$ cat config.mk
export PLATFORM = sky130hd
export DESIGN_NAME = stream_read_sequencer
export DESIGN_NICKNAME = d
export VERILOG_FILES = /design/src/rtl/stream_read_sequencer.sv
export SDC_FILE = /design/constraint.sdc
export NUM_CORES = 1
export LEC_CHECK = 0
export BUFFER_PORTS_ARGS = -buffer_cell sky130_fd_sc_hd__buf_2
export CORE_ASPECT_RATIO = 1.75
export CORE_MARGIN = 2
export CORE_UTILIZATION = 40
export CTS_CLUSTER_SIZE = 25
export DETAILED_ROUTE_END_ITERATION = 7
export PLACE_DENSITY_LB_ADDON = 0.05
export SYNTH_ARGS = -nofsm -noshare
export SYNTH_HDL_FRONTEND = slang
export SYNTH_SLANG_ARGS = --single-unit
$ cat constraint.sdc
create_clock -name clk -period 2.2 [get_ports clk]
set_input_delay 0 -clock clk [delete_from_list [all_inputs] [get_ports clk]]
set_output_delay 0 -clock clk [all_outputs]
set_load 0.005 [all_outputs]
$ cat src/rtl/stream_read_sequencer.sv
// Issues a job's read addresses in order, throttled by outstanding returns and,
// when STREAM_READ_SEQUENCER_HAZARD_EN is defined, by a write-address watermark.
module stream_read_sequencer #(
  parameter int addrN   = 8,
  parameter int MAX_OUT = 4
) (
  input  logic             clk,
  input  logic             nrst,
  input  logic             start_valid,
  output logic             start_ready,
  input  logic [addrN-1:0] start_base,
  input  logic [addrN:0]   start_len,
  input  logic             wr_fire,
  input  logic [addrN-1:0] wr_addr,
  output logic [addrN-1:0] ra,
  output logic             ra_valid,
  input  logic             ra_ready,
  input  logic             rd_fire,
  output logic             done,
  output logic             err
);
  localparam int              OW      = $clog2(MAX_OUT + 1);
  localparam logic [OW-1:0]    OUT_MAX = OW'(MAX_OUT);
  localparam logic [OW-1:0]    ONE_O   = OW'(1);
  localparam logic [addrN-1:0] ONE_A   = addrN'(1);
  localparam logic [addrN:0]   ONE_L   = (addrN+1)'(1);

  typedef enum logic [1:0] {IDLE, RUN, DRAIN, DONE} state_t;
  state_t state, state_n;

  logic [addrN-1:0] cur, cur_inc, ra_n;
  logic [addrN:0]   rem;
  logic [OW-1:0]    outst, outst_n;
  logic             ra_fire, underflow, issue_ok, gate_cur, gate_inc, load, ra_valid_n;

  assign ra_fire     = ra_valid && ra_ready;
  assign cur_inc     = cur + ONE_A;
  assign start_ready = (state == IDLE);
  assign done        = (state == DONE);

`ifdef STREAM_READ_SEQUENCER_HAZARD_EN
  // wm is one past the highest written address; one extra bit so address
  // 2^addrN-1 written yields a watermark that still compares above it.
  logic [addrN:0] wm, wm_cand;
  assign wm_cand = {1'b0, wr_addr} + ONE_L;

  always_ff @(posedge clk or negedge nrst) begin
    if (!nrst) wm <= '0;
    else if (wr_fire && (wm_cand > wm)) wm <= wm_cand;
  end

  assign gate_cur = ({1'b0, cur} < wm);
  assign gate_inc = ({1'b0, cur_inc} < wm);
`else
  logic unused_wr;
  assign unused_wr = ^{wr_fire, wr_addr};
  assign gate_cur  = 1'b1;
  assign gate_inc  = 1'b1;
`endif

  // Issue decisions look at the post-edge count so a return frees a slot
  // in the same edge it arrives.
  always_comb begin
    outst_n   = outst;
    underflow = 1'b0;
    if (ra_fire && !rd_fire) outst_n = outst + ONE_O;
    else if (rd_fire && !ra_fire) begin
      if (outst == '0) underflow = 1'b1;
      else             outst_n   = outst - ONE_O;
    end
  end

  assign issue_ok = (outst_n < OUT_MAX);

  always_comb begin
    state_n    = state;
    load       = 1'b0;
    ra_valid_n = ra_valid;
    ra_n       = ra;
    case (state)
      IDLE: if (start_valid) begin
        load    = 1'b1;
        state_n = (start_len == '0) ? DONE : RUN;
      end
      RUN: begin
        if (ra_fire) begin
          if (rem == ONE_L) begin
            state_n    = DRAIN;
            ra_valid_n = 1'b0;
          end else if (issue_ok && gate_inc) ra_n = cur_inc;
          else ra_valid_n = 1'b0;
        end else if (!ra_valid && issue_ok && gate_cur) begin
          ra_valid_n = 1'b1;
          ra_n       = cur;
        end
      end
      DRAIN: if (outst_n == '0) state_n = DONE;
      DONE:  state_n = IDLE;
      default: state_n = IDLE;
    endcase
  end

  always_ff @(posedge clk or negedge nrst) begin
    if (!nrst) state <= IDLE;
    else       state <= state_n;
  end

  always_ff @(posedge clk or negedge nrst) begin
    if (!nrst) begin
      cur      <= '0;
      rem      <= '0;
      outst    <= '0;
      ra       <= '0;
      ra_valid <= 1'b0;
      err      <= 1'b0;
    end else begin
      ra       <= ra_n;
      ra_valid <= ra_valid_n;
      outst    <= outst_n;
      if (underflow) err <= 1'b1;
      if (load) begin
        cur <= start_base;
        rem <= start_len;
      end else if (state == RUN && ra_fire) begin
        cur <= cur_inc;
        rem <= rem - ONE_L;
      end
    end
  end

endmodule

## Word level (Yosys, flattened, before mapping)

Index checks and enable logic that the tools add are counted.

- Input port bits: 31
- Memory bits (read-only): 0
- Word-level logic and storage cells: 66
- Bits in latches: 0
- Output and inout bits: 12
- Memory bits (writable): 0
- Register bits: 32
- Memories kept: 0

- Mux-type cells: 26
- Equal/unequal tests: 11
- Bitwise gates (word level): 0
- Div/mod/pow operators: 0
- $add $sub $neg: 4
- Multipliers: 0
- Magnitude comparators: 1
- Reduce and logical (&&, ||, !) cells: 17
- Shift operators: 0

Operators with widths:

| cell | count |
|---|---|
| 8-bit two-way mux | 6 |
| 9-bit two-way mux | 2 |
| 2-bit two-way mux | 5 |
| 2-bit inequality test (second input constant) | 5 |
| 9-bit by 1-bit == test with 1-bit output (second input constant) | 1 |
| 9-bit logical NOT | 1 |
| 1-bit two-way mux | 9 |
| 3-bit two-way mux | 3 |
| 9-bit by 1-bit subtractor with 9-bit output (second input constant) | 1 |
| 8-bit by 1-bit adder with 8-bit output (second input constant) | 1 |
| 2-bit case mux with 4 select lines | 1 |
| 4-bit AND reduction | 2 |
| 3-bit logical NOT | 2 |
| 1-bit logical AND | 5 |
| 2-bit == test (second input constant) | 2 |
| 2-bit nonzero test | 2 |
| 3-bit by 1-bit adder with 3-bit output (second input constant) | 1 |
| 1-bit logical NOT | 3 |
| 3-bit < comparator (second input constant) | 1 |
| 3-bit by 2-bit inequality test with 1-bit output (second input constant) | 1 |
| 3-bit AND reduction | 1 |
| 3-bit by 1-bit subtractor with 3-bit output (second input constant) | 1 |
| 2-bit by 1-bit == test with 1-bit output (second input constant) | 1 |
| 2-bit logical NOT | 1 |
| 2-bit by 1-bit inequality test with 1-bit output (second input constant) | 1 |

## Logic depth before layout (Yosys ltp)

- Depth in word-level cells: 9
- Mapped depth: 9

## Worst setup path after synthesis

Ideal clock, no wire load.

- Kind: reg-to-reg
- From: register outst[0]
- To: register state[1]
- Path slack: 0.139 ns
- Path buffers: 0
- Setup time: 0.125 ns
- Data arrival time: 1.935 ns
- Data required time: 2.075 ns
- Stages on the path, launching flop included: 7
- Clock period less this slack: 2.061 ns
- Cells stage by stage: dfrtp_1 inv_1 ha_1 or4_1 a31o_2 a221o_1 mux2i_1

- Longest elaborated chain between the ends: 7
- Elaborated cells on any way between the ends: 9

RTL lines:

| item | RTL line | RTL |
|---|---|---|
| from (decl) | 33 | `logic [OW-1:0] outst, outst_n;` |
| from (signal assigned) | 119 | `outst <= outst_n;` |
| 3-bit by 1-bit subtractor with 3-bit output or 3-bit logical NOT (tied branches) | 69, 68 |  |
| 3-bit two-way mux | 68 | `if (outst == '0) underflow = 1'b1;` |
| 3-bit two-way mux | 67 | `else if (rd_fire && !ra_fire) begin` |
| 3-bit two-way mux (*) | 66 | `if (ra_fire && !rd_fire) outst_n = outst + ONE_O;` |
| 3-bit logical NOT (*) | 97 | `DRAIN: if (outst_n == '0) state_n = DONE;` |
| 2-bit inequality test (no line) (*) | - |  |
| 4-bit AND reduction (no line) (*) | - |  |
| to (signal assigned) | 105 | `else state <= state_n;` |
| to (decl) | 29 | `state_t state, state_n;` |

Every way passes the cells marked *; elsewhere a longest branch is shown, timed or not.
A chain may end at the register's enable or synchronous reset.

## Worst setup path in the final report

Ends and elaborated chain as after synthesis.

==> results.sh <==
export IMPL_remaining_number_of_nets_flagged_by_the_antenna_check_after_routing=0
export IMPL_synth_yosys_warnings=0
export IMPL_synth_cells=207
export IMPL_syn_cell_area_um2=1860
export IMPL_total_leakage_power_nw=1.04
export IMPL_run_status="complete, no violations"
export IMPL_placed_area_um2=2070
export IMPL_clk_path_buf_depth=2
export IMPL_die_area_um2=5230
export IMPL_p_sw_share_pct=39.7
export IMPL_numCtsBuffers=5
export IMPL_crit_path_start="outst[0]"
export IMPL_layout_stage_area_growth_over_the_synthesis_result_pct=27.6
export IMPL_multi_input_area_um2=1010
export IMPL_grt_setup_unrepaired="false"
export IMPL_fin_setup_tns_ns=0
export IMPL_netlist_area_leader_share_pct=43.1
export IMPL_final_cell_mix="36 x nand2_1, 33 x buf_2, 32 x dfrtp_1"
export IMPL_cts_root_buffer="clkbuf_8"
export IMPL_place_inst=285
export IMPL_timing_critical_path_to_type="flip-flop"
export IMPL_dp_hpwl_um=2810
export IMPL_clkSinkCount=32
export IMPL_mostFrequentLayoutCell="nand2_1"
export IMPL_yosys_area_top_type="dfrtp_1"
export IMPL_p_int_mw=1.75
export IMPL_gp_routability_congestion=0.833
export IMPL_per_instance_average_area_after_synthesis_um2=8.98
export IMPL_highest_ir_drop_seen_on_vdd_uv=664
export IMPL_yosys_register_bits=32
export IMPL_synth_area_top_cells="dfrtp_1 43%, xnor2_1 9.0%, nand2_1 7.3%"
export IMPL_cts_htree_levels=2
export IMPL_global_routing_usage_summed_across_all_routing_layers_pct=17.1
export IMPL_site_row_count=32
export IMPL_cts_tree="done"
export IMPL_drt_iter0_markers=23
export IMPL_hold_ws_ns=0.0289
export IMPL_hold_path_startpoint="ra_ready"
export IMPL_path_clk_slew_ns=0.07
export IMPL_grt_remaining_overflow=0
export IMPL_pwr_density_cell_nw_per_um2=1230
export IMPL_floorplan_io_pins=43
export IMPL_share_of_cells_above_drive_strength_1_pct=21.5
export IMPL_initial_core_utilization_pct=41.8
export IMPL_cp_data_required_time_ns=2.37
export IMPL_antenna_cells_inserted=0
export IMPL_filler_cell_count=408
export IMPL_seq_area_um2=801
export IMPL_final_cell_area_um2=2370
export IMPL_worstSetupPathType="flip-flop to flip-flop"
export IMPL_dr_total_vias=1563
export IMPL_share_comb_of_total_power_pct=45.3
export IMPL_finalPower_mw=2.91
export IMPL_achievable_frequency_mhz=483
export IMPL_core_area_um2=4440
export IMPL_grt_first_pass_wirelength_um=7100
export IMPL_drt_vias_per_instance=5.01
export IMPL_maxSlewHeadroom_pct=51.7
export IMPL_total_switching_power_mw=1.16
export IMPL_layout_worst_path_cycle_share_pct=94.1
export IMPL_wire_per_inst_um=13.0
export IMPL_dieWidth_um=55.5
export IMPL_cap_violations=0
export IMPL_tightest_slew_ns=0.725
export IMPL_dieHeight_um=94.2
export IMPL_setup_violations_final=0
export IMPL_final_min_clock_period_ns=2.07
export IMPL_final_nets=301
export IMPL_hold_viol=0
export IMPL_holdCritPathClass="primary input to flip-flop"
export IMPL_critical_path_arrival_ns=2.24
export IMPL_first_pass_iters=4
export IMPL_drc_errors=0
export IMPL_postRouteWirelength_um=4040
export IMPL_insertion_delay_ns=0.28
export IMPL_clock_power_share_pct=16.2
export IMPL_grt_max_degree=35
export IMPL_netlist_cell_types=37
export IMPL_worst_setup_path_start_kind="flip-flop"
export IMPL_instances_no_fill=312
export IMPL_worstReg2RegStart="outst[0]"
export IMPL_seqPwrFrac_pct=38.5
export IMPL_timing_max_transition_violations_final=0
export IMPL_reg2reg_setup_slack_ns=0.13
export IMPL_number_of_antenna_violations_at_the_first_check_in_global_routing=0
export IMPL_synth_fp_nets=248
export IMPL_worst_path_max_fanout=4
export IMPL_grt_pass1_vias=1649
export IMPL_yosysSeqAreaShare_pct=43.1
export IMPL_io_buffers=33
export IMPL_worst_case_clock_skew_ns=0.00405
-- power by group through the flow --
stage | Clock (mW) | Combinational, mW | Sequential, mW
global placement | 0 | 1.20 | 1.12
global route | 0.511 | 1.53 | 1.17
floorplan | 0 | 0.912 | 1.10
CTS | 0.494 | 1.27 | 1.12
finish | 0.470 | 1.32 | 1.12
detailed placement | 0 | 1.24 | 1.13
-- per-layer routing --
metal,up-vias,wire length (um),GRT usage (%),share of wire [%]
li1,803,-,-,-
met1,724,1610,17.9,40
met5,-,0,0,0
met4,0,90,7.11,2.2
met3,7,90,2.89,2.2
met2,29,2250,32.8,56
-- synth_stat cells --
cell,instances
o21bai_1,1
mux2i_1,3
nor4_1,2
nor2b_1,1
nand4b_1,1
clkbuf_1,6
nor2_1,14
and4b_1,1
nor4_4,1
o21ai_0,26
a221o_1,1
nand2_1,36
buf_4,1
o21ai_1,1
nand2b_1,2
and2_1,2
a31o_2,2
a31oi_1,1
a22o_1,1
nand4_1,2
nand3_2,1
nor3_1,7
xor2_1,4
nand3_1,7
and3_1,1
o2111ai_1,1
or4_4,1
or2_2,2
a21boi_1,1
xnor2_1,19
inv_1,9
ha_1,10
a21oi_1,2
dfrtp_1,32
buf_2,2
o31ai_1,1
or4_1,2
-- kinds of logic (layout without fill, tap and decap cells) --
| family | after synthesis | after routing | synth area share [%] |
|---|---|---|---|
| AND/OR/NAND/NOR | 83 | 83 | 22.0 |
| AO/OA/AOI/OAI | 38 | 38 | 11.8 |
| flip-flops | 32 | 32 | 43.1 |
| XOR/XNOR | 23 | 23 | 10.8 |
| buffers and inverters | 18 | 72 | 3.97 |
| adder cells (fa/ha/maj) | 10 | 10 | 6.73 |
| multiplexers | 3 | 3 | 1.62 |
-- timing repair --
| action | in CTS | in global routing |
|---|---|---|
| buffers inserted | 0 | 1 |
| hold endpoints to repair | 49 | 0 |
| resized for setup | 0 | 4 |
| endpoints found under the setup margin | 0 | 2 |
| hold buffers | 18 | 0 |
-- through the flow --
stage          util [%]  setup slack, ns
2_1_floorplan         -            0.139
3_3_place_gp       46.6            0.144
3_5_place_dp       46.6           0.0644
4_1_cts            52.7           0.0528
5_1_grt            53.4           0.0253
6_report           53.4            0.129
-- sequential cells by signal, indices dropped and copies added, names as in the netlist --
register	count
rem	9
cur	8
ra	8
outst	3
state	2
err	1
ra_valid	1
-- final timing paths --
check	to	depth (start not counted)
worst max-delay path	state[1]	6
worst min-delay path	ra_valid	4
worst max register to register	state[1]	6
worst min register to register	ra[4]	2
max in group asynchronous	cur[5]	2
min in group asynchronous	ra[2]	2
-- worst max-delay path, stage by stage, from the launching register on --
cell,delay (ns)
dfrtp_1,0.41
inv_2,0.10
ha_4,0.21
or4_1,0.51
a31o_2,0.25
a221o_1,0.35
mux2i_1,0.13
-- layout make-up --
cell class | count | share of cell area, %
clock inverters | 2 | 0.422
multi-input cells | 157 | 42.4
well taps | 51 | 2.69
inverters | 9 | 1.42
flip-flops and latches | 32 | 33.8
repair buffers | 55 | 15.8
clock buffers | 6 | 3.48
(Power assumes the default switching activity.)
